File: src/rtl/bsg_cache_buffer_queue_n.sv
// N-entry in-order buffer queue for the cache write/evict path.
// Entry 0 is always the oldest; an empty queue can pass data_i straight to data_o.
module bsg_cache_buffer_queue_n #(
    parameter int width_p  = 16,
    parameter int els_p    = 4,
    parameter bit bypass_p = 1'b1,
    localparam int count_width_lp = $clog2(els_p+1)
) (
    input  logic                       clk_i,
    input  logic                       reset_i,
    input  logic                       v_i,
    input  logic [width_p-1:0]         data_i,
    output logic                       v_o,
    output logic [width_p-1:0]         data_o,
    input  logic                       yumi_i,
    output logic [els_p-1:0]           els_valid_o,
    output logic [els_p*width_p-1:0]   els_snoop_o,
    output logic [count_width_lp-1:0]  count_o,
    output logic                       empty_o,
    output logic                       full_o
);

    // Handshake: the producer offers data_i with v_i=1 and must see full_o=0
    // unless it pops in the same cycle; the consumer asserts yumi_i only
    // while v_o=1 and thereby takes data_o in that cycle.

    logic [width_p-1:0]        data_q  [els_p];
    logic [width_p-1:0]        data_d  [els_p];
    logic [width_p-1:0]        shifted [els_p];
    logic [count_width_lp-1:0] count_q, count_d;
    logic                      empty, bypass, push, pop;

    assign empty  = (count_q == '0);
    // A bypassed beat never touches storage, so it is neither a push nor a pop.
    assign bypass = bypass_p && empty && v_i && yumi_i;
    assign push   = !reset_i && v_i && !bypass;
    assign pop    = !reset_i && yumi_i && !empty;

    always_comb begin
        for (int i = 0; i < els_p - 1; i++) begin
            shifted[i] = data_q[i+1];
        end
        shifted[els_p-1] = data_q[els_p-1];
    end

    always_comb begin
        for (int i = 0; i < els_p; i++) begin
            data_d[i] = data_q[i];
            if (pop) begin
                data_d[i] = shifted[i];
                if (push && (i == int'(count_q) - 1)) begin
                    data_d[i] = data_i;
                end
            end else if (push && (i == int'(count_q))) begin
                data_d[i] = data_i;
            end
        end
    end

    always_comb begin
        count_d = count_q;
        if (push && !pop) begin
            count_d = count_q + count_width_lp'(1);
        end else if (pop && !push) begin
            count_d = count_q - count_width_lp'(1);
        end
    end

    // Entry data carries no reset; validity comes from count_q alone.
    always_ff @(posedge clk_i) begin
        data_q <= data_d;
    end

    always_ff @(posedge clk_i or posedge reset_i) begin
        if (reset_i) begin
            count_q <= '0;
        end else begin
            count_q <= count_d;
        end
    end

    assign v_o     = !empty || (bypass_p && v_i);
    assign data_o  = empty ? data_i : data_q[0];
    assign count_o = count_q;
    assign empty_o = empty;
    assign full_o  = (count_q == count_width_lp'(els_p));

    always_comb begin
        for (int i = 0; i < els_p; i++) begin
            els_valid_o[i]                   = (int'(count_q) > i);
            els_snoop_o[i*width_p +: width_p] = data_q[i];
        end
    end

`ifndef SYNTHESIS
    always_ff @(posedge clk_i) begin
        if (!reset_i) begin
            assert (!(v_i && full_o && !yumi_i));
            assert (!(yumi_i && !v_o));
            assert (bypass_p || !(yumi_i && empty));
        end
    end
`endif

endmodule

File: config.mk
export PLATFORM = sky130hd
export DESIGN_NAME = bsg_cache_buffer_queue_n
export DESIGN_NICKNAME = d
export VERILOG_FILES = /design/src/rtl/bsg_cache_buffer_queue_n.sv
export SDC_FILE = /design/constraint.sdc
export NUM_CORES = 1
export LEC_CHECK = 0
export ABC_CLOCK_PERIOD_IN_PS = 2600
export BUFFER_PORTS_ARGS = -buffer_cell sky130_fd_sc_hd__buf_2
export CAP_MARGIN = 25
export CORE_UTILIZATION = 46
export CTS_BUF_LIST = sky130_fd_sc_hd__clkbuf_2 sky130_fd_sc_hd__clkbuf_4 sky130_fd_sc_hd__clkbuf_8
export CTS_CLUSTER_SIZE = 24
export DETAILED_ROUTE_END_ITERATION = 10
export PLACE_DENSITY = 0.76
export SYNTH_ARGS = -nofsm -noshare
export SYNTH_HDL_FRONTEND = slang
export SYNTH_SLANG_ARGS = --single-unit
File: constraint.sdc
create_clock -name clk_i -period 2.6 [get_ports clk_i]
set_input_delay 0.52 -clock clk_i [delete_from_list [all_inputs] [get_ports clk_i]]
set_output_delay 0.52 -clock clk_i [all_outputs]
set_load 0.02 [all_outputs]
### Word level (Yosys, flattened, before mapping)

Index checks and enable logic that the tools add are counted.

* $lt $le $gt $ge: 4
* equal/unequal tests: 8
* reduce and logical (&&, ||, !) cells: 31
* mux-type cells: 15
* $add $sub $neg: 3

Operators with widths (number)
* 2-to-1 mux 16 bit: 13
* zero test 32 bit: 1
* logical AND 1 bit: 16
* nonzero test 2 bit: 5
* == test 3 x 4 -> 1 bit, first input constant: 2
* == test 3 bit, first input constant: 2
* > comparator 3 x 1 -> 1 bit, second input constant: 2
* > comparator 3 x 2 -> 1 bit, second input constant: 2
* zero test 3 bit: 2
* 2-to-1 mux 3 bit: 2
* zero test 1 bit: 5
* == test 2 x 4 -> 1 bit, first input constant: 1
* subtractor 3 x 1 -> 4 bit, second input constant: 1
* adder 3 x 1 -> 3 bit, second input constant: 1
* == test 2 x 3 -> 1 bit, first input constant: 1
* == test 3 bit, second input constant: 1
* subtractor 3 x 1 -> 3 bit, second input constant: 1
* != test 2 x 1 -> 1 bit, second input constant: 1
* AND reduction 2 bit: 1
* logical OR 1 bit: 1

* output and inout bits: 90
* register bits: 67
* input port bits: 20

### Longest topological paths before layout

Gate-level depths: netlist (run 1).

* depth in word-level cells: 9
* mapped depth: 10
* depth with buffers taken out: 10

### Worst setup path before layout (run 1)

OpenSTA, ideal clock, no wires.

* kind: register to register
* from: register count_q[0], in the netlist count_o[0]
* to: register data_q, in the netlist els_snoop_o[0], enable pin
* stages on the path, launching flop included: 8
* period minus slack after synthesis: 2.713 ns
* setup slack: -0.113 ns
* library setup time: 0.394 ns
* arrival: 2.319 ns
* cell sequence: dfrtp_1 inv_1 ha_1 nand2_4 inv_1 buf_1 nand3_1 a21oi_1

* cells in the longest elaborated chain, start to end: 7

Ends and longest elaborated chain
* start, declared: RTL line 30 `logic [count_width_lp-1:0] count_q, count_d;`
* start signal, assigned: RTL line 78 `count_q <= count_d;`
* zero test 3 bit: RTL line 33 `assign empty = (count_q == '0);`
* logical AND 1 bit (2 in a row): RTL line 35 `assign bypass = bypass_p && empty && v_i && yumi_i;`
* zero test 1 bit: RTL line 36 `assign push = !reset_i && v_i && !bypass;`
* logical AND 1 bit: RTL line 36
* logical AND 1 bit: RTL line 54 `end else if (push && (i == int'(count_q))) begin`
* nonzero test 2 bit (no line) *
* end signal, assigned: RTL line 71 `data_q <= data_d;`
* end, declared: RTL line 27 `logic [width_p-1:0] data_q [els_p];`

Every way passes the cells marked *; elsewhere a longest branch is shown, timed or not.
A chain may end at the register's enable or synchronous reset.

### Worst setup path in the final report (run 1)

* from: register count_q[1], in the netlist count_o[1]
* to: output port data_o[4]

* cells in the longest elaborated chain, start to end: 2

Ends and longest elaborated chain
* zero test 3 bit: RTL line 33
* 2-to-1 mux 16 bit: RTL line 83 `assign data_o = empty ? data_i : data_q[0];`
* end, declared: RTL line 14 `output logic [width_p-1:0] data_o,`

No other way between the ends.

==> results of run 1 <==
## routing by layer
| metal | track usage (%) | vias to the layer above | share of wire [%] |
|---|---|---|---|
| met1 | 30.4 | 1095 | 44 |
| met2 | 35.2 | 107 | 47 |
| met5 | 0 | - | 0 |
| li1 | - | 1063 | - |
| met3 | 7.28 | 11 | 7.8 |
| met4 | 8.17 | 0 | 1.7 |
## how the worst max path moves through the flow
| stage | start | endpoint | slack (ns) |
|---|---|---|---|
| 5_1_grt | count_o[1]$_DFFE_PP0P_ | data_o[4] | 0.001 |
| 3_5_place_dp | count_o[1]$_DFFE_PP0P_ | els_snoop_o[45]$_DFFE_PP_ | 0.32 |
| 4_1_cts | count_o[1]$_DFFE_PP0P_ | data_o[5] | 0.009 |
| 3_3_place_gp | count_o[1]$_DFFE_PP0P_ | els_snoop_o[42]$_DFFE_PP_ | 0.37 |
| 2_1_floorplan | count_o[0]$_DFFE_PP0P_ | els_snoop_o[48]$_DFFE_PP_ | 0.11 |
| 6_report | count_o[1]$_DFFE_PP0P_ | data_o[4] | 0.14 |
## power groups by stage
stage | registers (W) | logic, W | clock network [W]
2_1_floorplan | 0.00163 | 0.000806 | 0
3_3_place_gp | 0.00147 | 0.00146 | 0
3_5_place_dp | 0.00148 | 0.00148 | 0
4_1_cts | 0.00145 | 0.00149 | 0.000791
5_1_grt | 0.00147 | 0.00161 | 0.000843
6_report | 0.00146 | 0.00149 | 0.000779
## state kept, by name, summed over array words and instances, names as in the netlist
signal and count:
els_snoop_o 64, count_o 3
## what timing repair did
item                       CTS  global route
resized for setup            0             2
setup endpoints to repair    0            13
hold buffers                 0             0
## stage by stage
| stage | hold WS, ns | instance area [um^2] | util, % | setup slack [ns] | power, W |
|---|---|---|---|---|---|
| 2_1_floorplan | 0.282 | 3140 | - | 0.109 | 0.00243 |
| 3_3_place_gp | 0.492 | 3860 | 59.8 | 0.368 | 0.00293 |
| 3_5_place_dp | 0.490 | 3860 | 59.8 | 0.320 | 0.00296 |
| 4_1_cts | 0.120 | 4040 | 62.6 | 0.00919 | 0.00374 |
| 5_1_grt | 0.130 | 4050 | 62.6 | 0.00114 | 0.00393 |
| 6_report | 0.130 | 4050 | 62.6 | 0.144 | 0.00373 |
## final cells by class
cell class	instances	area [um^2]	area share, %
clock buffer	13	160	3.96
tap	77	96.3	2.38
clock inverter	3	17.5	0.433
inverter	7	30.0	0.742
sequential	67	2000	49.4
multi-input combinational	145	1080	26.7
timing repair buffer	123	663	16.4
## layout by cell type (no fill, tap or decap), types with 5 or more instances in the layout
cell type	count
a21oi_2	5
buf_2	109
buf_4	13
clkbuf_8	10
edfxtp_1	64
ha_1	8
inv_1	5
mux2_2	48
nand2_1	57
nor2_1	5
## kinds of logic after synthesis
| group | after synthesis | synth area share [%] |
|---|---|---|
| AND/OR/NAND/NOR | 72 | 9.83 |
| flip-flops | 67 | 63.7 |
| multiplexers | 49 | 17.6 |
| AO/OA/AOI/OAI | 14 | 2.84 |
| buffers and inverters | 13 | 2.28 |
| adder cells (fa/ha/maj) | 8 | 3.20 |
| XOR/XNOR | 2 | 0.559 |
## worst max-delay path: stages, from the launching register on
cell	delay [ns]
dfrtp_2	0.44
inv_1	0.11
ha_1	0.24
nand2_4	0.10
clkinvlp_4	0.18
buf_4	0.24
nand2_1	0.08
nand2_1	0.04
buf_2	0.15
==> results.json, run 1 <==
{
  "synthTopCellsByCount": "64 x edfxtp_1, 57 x nand2_1, 48 x mux2_2, 8 x ha_1",
  "clk_path_buf_depth": 2,
  "sequentialPowerShare_pct": 39.1,
  "numClockSinks": 67,
  "reg2reg_from": "count_o[1]$_DFFE_PP0P_",
  "r2r_setup_slack_ns": 0.34,
  "worst-path-max-fanout": 13,
  "p_sw_w": 0.00142,
  "violations": "DRC",
  "synth_area_leaders": "edfxtp_1 61%, mux2_2 17%, nand2_1 6.8%",
  "ff2ff_path_depth": 7,
  "routed_wl_um": 7580,
  "p_int_w": 0.00231,
  "num_vias": 2276,
  "num_antenna_cells": 0,
  "peakVddDrop_uv": 453,
  "worstSetupPathType": "reg2out",
  "p_sw_share_pct": 38.1,
  "synth_top_flop_cell": "edfxtp_1",
  "vias_per_cell": 5.23,
  "synthesis.nets": 253,
  "dieArea_mm2": 0.00715,
  "cts_setup_buffers": 0,
  "cp.arrival_ns": 1.94,
  "skew_ns": 0.00851,
  "clock-root-buffer": "clkbuf_8",
  "yosysSeqAreaShare_pct": 63.7,
  "track_usage_pct": 22.8,
  "clk_latency_ns": 0.35,
  "tns_ns": 0,
  "dp_hpwl_um": 5350,
  "power.leakage_nw": 1.73,
  "die_x_um": 84.5,
  "drc": 20,
  "hold_violations": 0,
  "yosys.area.top_type_share_pct": 61.3,
  "cts_buffers": 9,
  "critPathLaunchType": "flip-flop",
  "setup_viol": 0,
  "period_needed_ns": 2.46,
  "cp-end-kind": "output port",
  "antenna_found_initial": 0,
  "max_freq_ghz": 0.407,
  "grt_pass1_vias": 2167,
  "htree_levels": 3,
  "fin_cells": 435,
  "io_buffers": 109,
  "die_h_um": 84.5,
  "fin_nets": 381,
  "firstDrtPassIters": 8,
  "synth_area_leader_cell": "edfxtp_1",
  "ant_nets": 0,
  "synthDistinctLibCells": 27,
  "pin_count": 110,
  "syn2layout_area_growth_pct": 29.1,
  "synthesis.area_mm2": 0.00313,
  "dr.first_iter.drc_count": 138,
  "wl_per_cell_um": 17.4,
  "ys_warn_count": 0,
  "grt_max_degree": 19,
  "pwr-share-clk_pct": 20.9,
  "drive_above_1_share_pct": 56.1,
  "outcome": "complete, but fails checks",
  "power_density_mw_per_mm2": 921,
  "required_ns": 2.08,
  "cts_tree": "done",
  "dp_cells": 419,
  "fill_cells": 513,
  "hp-class": "in2async",
  "power_frac_comb_pct": 40.0,
  "reg2reg_to": "els_snoop_o[36]$_DFFE_PP_",
  "core_area_mm2": 0.00646,
  "drv_cap": 0,
  "clk_pin_slew_ns": 0.07,
  "period_share_pct": 94.5,
  "synth_area_per_cell_um2": 13.9,
  "rows": 29,
  "yosysMostFrequentCell": "edfxtp_1",
  "grt.overflow.total": 0,
  "initial_utilization_pct": 48.5,
  "grt_pass1_wl_um": 11800,
  "slew_headroom_pct": 71.2,
  "synth-seq-cells": 67,
  "synth_edf_count": 64,
  "rsz0062_at_grt": "false",
  "gp_congestion": 0.777,
  "final-max-slew-violation-count": 0,
  "synthCells": 225,
  "async_flop_share_pct": 4.48,
  "worst_pin_slew_ns": 0.432
}
No activity file was read; power rests on OpenSTA's default activity.
==> inputs of run 2 (changes only) <==
Settings changed: BUFFER_PORTS_ARGS -buffer_cell sky130_fd_sc_hd__buf_2 to -buffer_cell sky130_fd_sc_hd__clkbuf_2, SLEW_MARGIN set to 20.
==> results.json, run 2 (synthesis gave the netlist of run 1 again) <==
{
  "outcome": "complete, but fails checks",
  "violations": "DRC",
  "tns_ns": 0,
  "track_usage_pct": 22.1,
  "r2r_setup_slack_ns": 0.24,
  "regArea_mm2": 0.00200,
  "routed_wl_um": 7650,
  "peakVddDrop_uv": 454,
  "num_vias": 2300,
  "period_needed_ns": 2.47,
  "p_sw_share_pct": 37.4,
  "slew_headroom_pct": 74.5,
  "final_cell_mix": "109 x clkbuf_2, 64 x edfxtp_1, 57 x nand2_1",
  "ant_nets": 0,
  "finalHoldWorstSlack_ns": 0.170,
  "rows": 29,
  "clk_pin_slew_ns": 0.07,
  "initial_utilization_pct": 48.5,
  "power_density_mw_per_mm2": 956,
  "clock-root-buffer": "clkbuf_8",
  "critPathLaunchType": "flip-flop",
  "dieArea_mm2": 0.00715,
  "final-max-slew-violation-count": 0,
  "crit_path_frequent_cell": "nand2_1",
  "worst_pin_slew_ns": 0.382,
  "fin_util_pct": 63.5,
  "dr.first_iter.drc_count": 149,
  "pwr-share-clk_pct": 24.0,
  "cts_hold_buf": 0,
  "max_freq_ghz": 0.405,
  "grt_max_degree": 19,
  "hold_violations": 0,
  "htree_levels": 3,
  "crit_chain": "inv_1 > ha_1 > nand2_4 > clkinvlp_4 > buf_4 > nand2_1 > nand2_1 > clkbuf_2",
  "core_area_mm2": 0.00646,
  "grt.overflow.total": 0,
  "period_share_pct": 95.1,
  "crit_buf_inv": 4,
  "sequentialPowerShare_pct": 37.3,
  "wl_per_cell_um": 17.5,
  "drv_cap": 0,
  "num_antenna_cells": 0,
  "cp.arrival_ns": 1.95,
  "clk_path_buf_depth": 2,
  "numClockSinks": 67,
  "pin_count": 110,
  "crit_family": "buffers and inverters",
  "skew_ns": 0.0124,
  "cts_buffers": 9,
  "gp_congestion": 0.782,
  "slowest_stage": "dfrtp_2",
  "grt_pass1_wl_um": 11800,
  "worstSetupPathType": "reg2out",
  "die_h_um": 84.5,
  "io_buffers": 109,
  "drive_above_1_share_pct": 56.1,
  "power.leakage_nw": 1.77,
  "required_ns": 2.08,
  "fin_nets": 383,
  "antenna_found_initial": 0,
  "fin_cells": 437,
  "syn2layout_area_growth_pct": 30.8,
  "worst-path-max-fanout": 12,
  "grt_pass1_vias": 2209,
  "fill_cells": 501,
  "power_frac_comb_pct": 38.7,
  "final_common_cell": "clkbuf_2",
  "setup_viol": 0,
  "hp-class": "in2async",
  "drc": 10,
  "die_x_um": 84.5,
  "dp_hpwl_um": 5240,
  "vias_per_cell": 5.26,
  "multi_input_area_mm2": 0.00108,
  "p_int_w": 0.00245,
  "p_sw_w": 0.00146,
  "total_power_w": 0.00392,
  "cp-end-kind": "output port",
  "dp_cells": 418,
  "clk_latency_ns": 0.34,
  "slowest_delay_ns": 0.45,
  "largest_reg_flops": 64,
  "rsz0062_at_grt": "false",
  "cts_tree": "done",
  "firstDrtPassIters": 9
}
## run 2: per-layer routing
layer	track usage, %	part of all wire [%]	up-vias
li1	-	-	1072
met1	30.2	43	1092
met2	34.2	48	124
met3	5.41	7.7	12
met4	9.24	1.2	0
met5	0	0	-
## run 2: final timing paths
| check | startpoint | to | depth (start not counted) |
|---|---|---|---|
| setup / recovery | count_o[1]$_DFFE_PP0P_ | data_o[7] | 8 |
| hold / removal | reset_i | count_o[0]$_DFFE_PP0P_ | 2 |
| setup reg to reg | count_o[1]$_DFFE_PP0P_ | els_snoop_o[10]$_DFFE_PP_ | 9 |
| hold reg to reg | els_snoop_o[24]$_DFFE_PP_ | els_snoop_o[8]$_DFFE_PP_ | 1 |
| max in group asynchronous | reset_i | count_o[1]$_DFFE_PP0P_ | 2 |
| min in group clk_i | data_i[8] | els_snoop_o[56]$_DFFE_PP_ | 1 |
## run 2: layout make-up
type	count	share of cell area (%)
clock buffers	9	3.02
clock inverters	7	2.26
multi-input cells	145	26.3
flip-flops and latches	67	48.7
inverters	7	0.733
repair buffers	125	16.5
well taps	77	2.35
## run 2: timing repair
action / 4_1_cts / 5_1_grt
gates cloned: 0 / 0
endpoints found under the setup margin: 11 / 11
endpoints found under the hold margin: 0 / 0
pin swaps: 0 / 0
buffers inserted: 0 / 3
resized for setup: 1 / 1
## run 2: power by group through the flow
stage                     clock (W)  sequential (W)  combinational [W]
after floorplan                   0         0.00163           0.000806
after global placement            0         0.00147            0.00146
after detailed placement          0         0.00148            0.00148
after CTS                  0.000945         0.00146            0.00150
after global routing       0.000991         0.00148            0.00163
final                      0.000942         0.00146            0.00152
## run 2: metrics by stage
stage | area (um^2) | worst slack [ns]
floorplan | 3140 | 0.109
global placement | 3850 | 0.419
detailed placement | 3850 | 0.303
CTS | 4080 | 0.000391
global route | 4100 | 0.0461
finish | 4100 | 0.128
==> inputs of run 3 (changes only) <==
Settings changed: ABC_AREA set to 1, ABC_CLOCK_PERIOD_IN_PS 2600 to unset, PLACE_DENSITY 0.76 to 0.75.
==> results.json, run 3 <==
{
  "period_share_pct": 93.6,
  "synthDistinctLibCells": 21,
  "dieArea_mm2": 0.00768,
  "hold_violations": 0,
  "max_freq_ghz": 0.411,
  "yosysSeqAreaShare_pct": 59.2,
  "routed_wl_um": 8780,
  "p_sw_w": 0.00200,
  "cp-end-kind": "output port",
  "grt.overflow.total": 0,
  "num_vias": 2909,
  "fin_nets": 480,
  "slowest_stage": "dfrtp_2",
  "synth_top_flop_cell": "edfxtp_1",
  "final-max-slew-violation-count": 0,
  "yosysMostFrequentCell": "nand2_1",
  "slowest_delay_ns": 0.44,
  "ys_warn_count": 0,
  "initial_utilization_pct": 48.6,
  "finalHoldWorstSlack_ns": 0.0654,
  "peakVddDrop_uv": 634,
  "drive_above_1_share_pct": 33.7,
  "die_h_um": 87.6,
  "worstSetupPathType": "reg2out",
  "required_ns": 2.08,
  "skew_ns": 0.00610,
  "power_frac_comb_pct": 46.2,
  "drv_cap": 0,
  "synthesis.area_mm2": 0.00337,
  "synthTopCellsByCount": "157 x nand2_1, 64 x edfxtp_1, 54 x nand3_1, 8 x ha_1, 8 x o21ai_0",
  "wl_per_cell_um": 15.9,
  "cts_setup_buffers": 0,
  "p_sw_share_pct": 44.2,
  "largest_reg_flops": 64,
  "synth_area_per_cell_um2": 9.98,
  "synth-seq-cells": 67,
  "grt_pass1_vias": 2719,
  "drc": 0,
  "grt_pass1_wl_um": 13500,
  "p_int_w": 0.00253,
  "core_area_mm2": 0.00694,
  "io_buffers": 109,
  "rows": 30,
  "multi_input_area_mm2": 0.00123,
  "clock-root-buffer": "clkbuf_8",
  "regArea_mm2": 0.00200,
  "synth_area_leader_cell": "edfxtp_1",
  "async_flop_share_pct": 4.48,
  "outcome": "finished, final reports clean",
  "setup_viol": 0,
  "rsz0062_at_grt": "false",
  "vias_per_cell": 5.26,
  "synthCells": 338,
  "firstDrtPassIters": 5,
  "tns_ns": 0,
  "sequentialPowerShare_pct": 35.6,
  "track_usage_pct": 24.0,
  "crit_path_frequent_cell": "nand2_1",
  "grt_max_degree": 25,
  "clk_path_buf_depth": 2,
  "power.leakage_nw": 2.00,
  "cts_tree": "done",
  "power_density_mw_per_mm2": 1070,
  "gp_congestion": 0.873,
  "clk_pin_slew_ns": 0.07,
  "synth_edf_count": 64,
  "period_needed_ns": 2.43,
  "htree_levels": 3,
  "dp_hpwl_um": 6140,
  "num_antenna_cells": 0,
  "clk_latency_ns": 0.34,
  "cts_buffers": 9,
  "antenna_found_initial": 0,
  "worst_pin_slew_ns": 0.515,
  "dr.first_iter.drc_count": 154,
  "crit_chain": "inv_1 > ha_1 > nand2_2 > buf_4 > nand2_1 > nand2_1 > clkbuf_2",
  "numClockSinks": 67,
  "syn2layout_area_growth_pct": 24.9,
  "cp.arrival_ns": 1.91,
  "final_common_cell": "nand2_1",
  "pin_count": 110,
  "fill_cells": 611,
  "synth_area_leaders": "edfxtp_1 57%, nand2_1 17%, nand3_1 8.0%",
  "yosys.area.top_type_share_pct": 57.0,
  "die_x_um": 87.6,
  "pwr-share-clk_pct": 18.2,
  "final_cell_mix": "157 x nand2_1, 109 x clkbuf_2, 64 x edfxtp_1",
  "dpl_worst_slack_ns": 0.381,
  "synthesis.nets": 366,
  "worst-path-max-fanout": 18,
  "hp-class": "in2async",
  "ant_nets": 0,
  "fin_ws_ns": 0.168,
  "slew_headroom_pct": 65.6,
  "critPathLaunchType": "flip-flop"
}
## run 3: critical path, delay by kind of cell (launching register included)
family / cells / cell delay [ns]
buf+inv: 3 / 0.56
flops: 1 / 0.44
simple gates: 3 / 0.30
fa+ha+maj: 1 / 0.25
## run 3: final timing paths
kind | start | end | slack (ns) | cells after the start
setup / recovery | count_o[1]$_DFFE_PP0P_ | data_o[12] | 0.17 | 7
hold / removal | reset_i | count_o[2]$_DFFE_PP0P_ | 0.07 | 2
setup reg to reg | count_o[1]$_DFFE_PP0P_ | els_snoop_o[50]$_DFFE_PP_ | 0.45 | 8
hold reg to reg | els_snoop_o[62]$_DFFE_PP_ | els_snoop_o[46]$_DFFE_PP_ | 0.58 | 2
max in group asynchronous | reset_i | count_o[0]$_DFFE_PP0P_ | 2.34 | 2
min in group clk_i | data_i[2] | els_snoop_o[50]$_DFFE_PP_ | 0.42 | 1
## run 3: power by group through the flow
stage	Sequential [W]	Combinational (W)	Clock [W]
CTS	0.00160	0.00209	0.000837
global route	0.00163	0.00227	0.000888
floorplan	0.00183	0.00121	0
global placement	0.00161	0.00203	0
finish	0.00161	0.00209	0.000825
detailed placement	0.00163	0.00209	0
## run 3: kinds of logic after synthesis
logic type      Yosys count  share of synthesized area (%)
simple gates            223                           29.3
xor+xnor                  2                          0.520
compound gates           13                           3.23
fa+ha+maj                 8                           2.97
flops                    67                           59.2
buf+inv                  25                           4.75
## run 3: layer usage
layer	part of all wire (%)	wire (um)	global-route usage (%)	vias up
li1	-	-	-	1372
met2	48	4230	39.6	159
met4	1.4	127	11.3	0
met3	8.0	703	4.24	14
met1	42	3720	30.9	1364
met5	0	0	0	-
## run 3: final cells by class
cell class              count  area share, %
multi-input cells         246           29.2
well taps                  96           2.85
clock buffers               9           2.94
clock inverters             7           1.40
flip-flops and latches     67           47.5
repair buffers            118           15.2
inverters                  10          0.951
## run 3: timing repair
item	in CTS	in global routing
resized for setup	0	4
hold endpoints to repair	0	0
setup endpoints to repair	0	17
hold buffers	0	0
## run 3: metrics by stage
step	cells	util, %	cell area [um^2]	total power (W)
floorplan	338	-	3370	0.00304
global placement	537	57.9	4020	0.00364
detailed placement	537	57.9	4020	0.00371
CTS	553	60.6	4210	0.00453
global route	553	60.6	4210	0.00479
finish	553	60.6	4210	0.00452
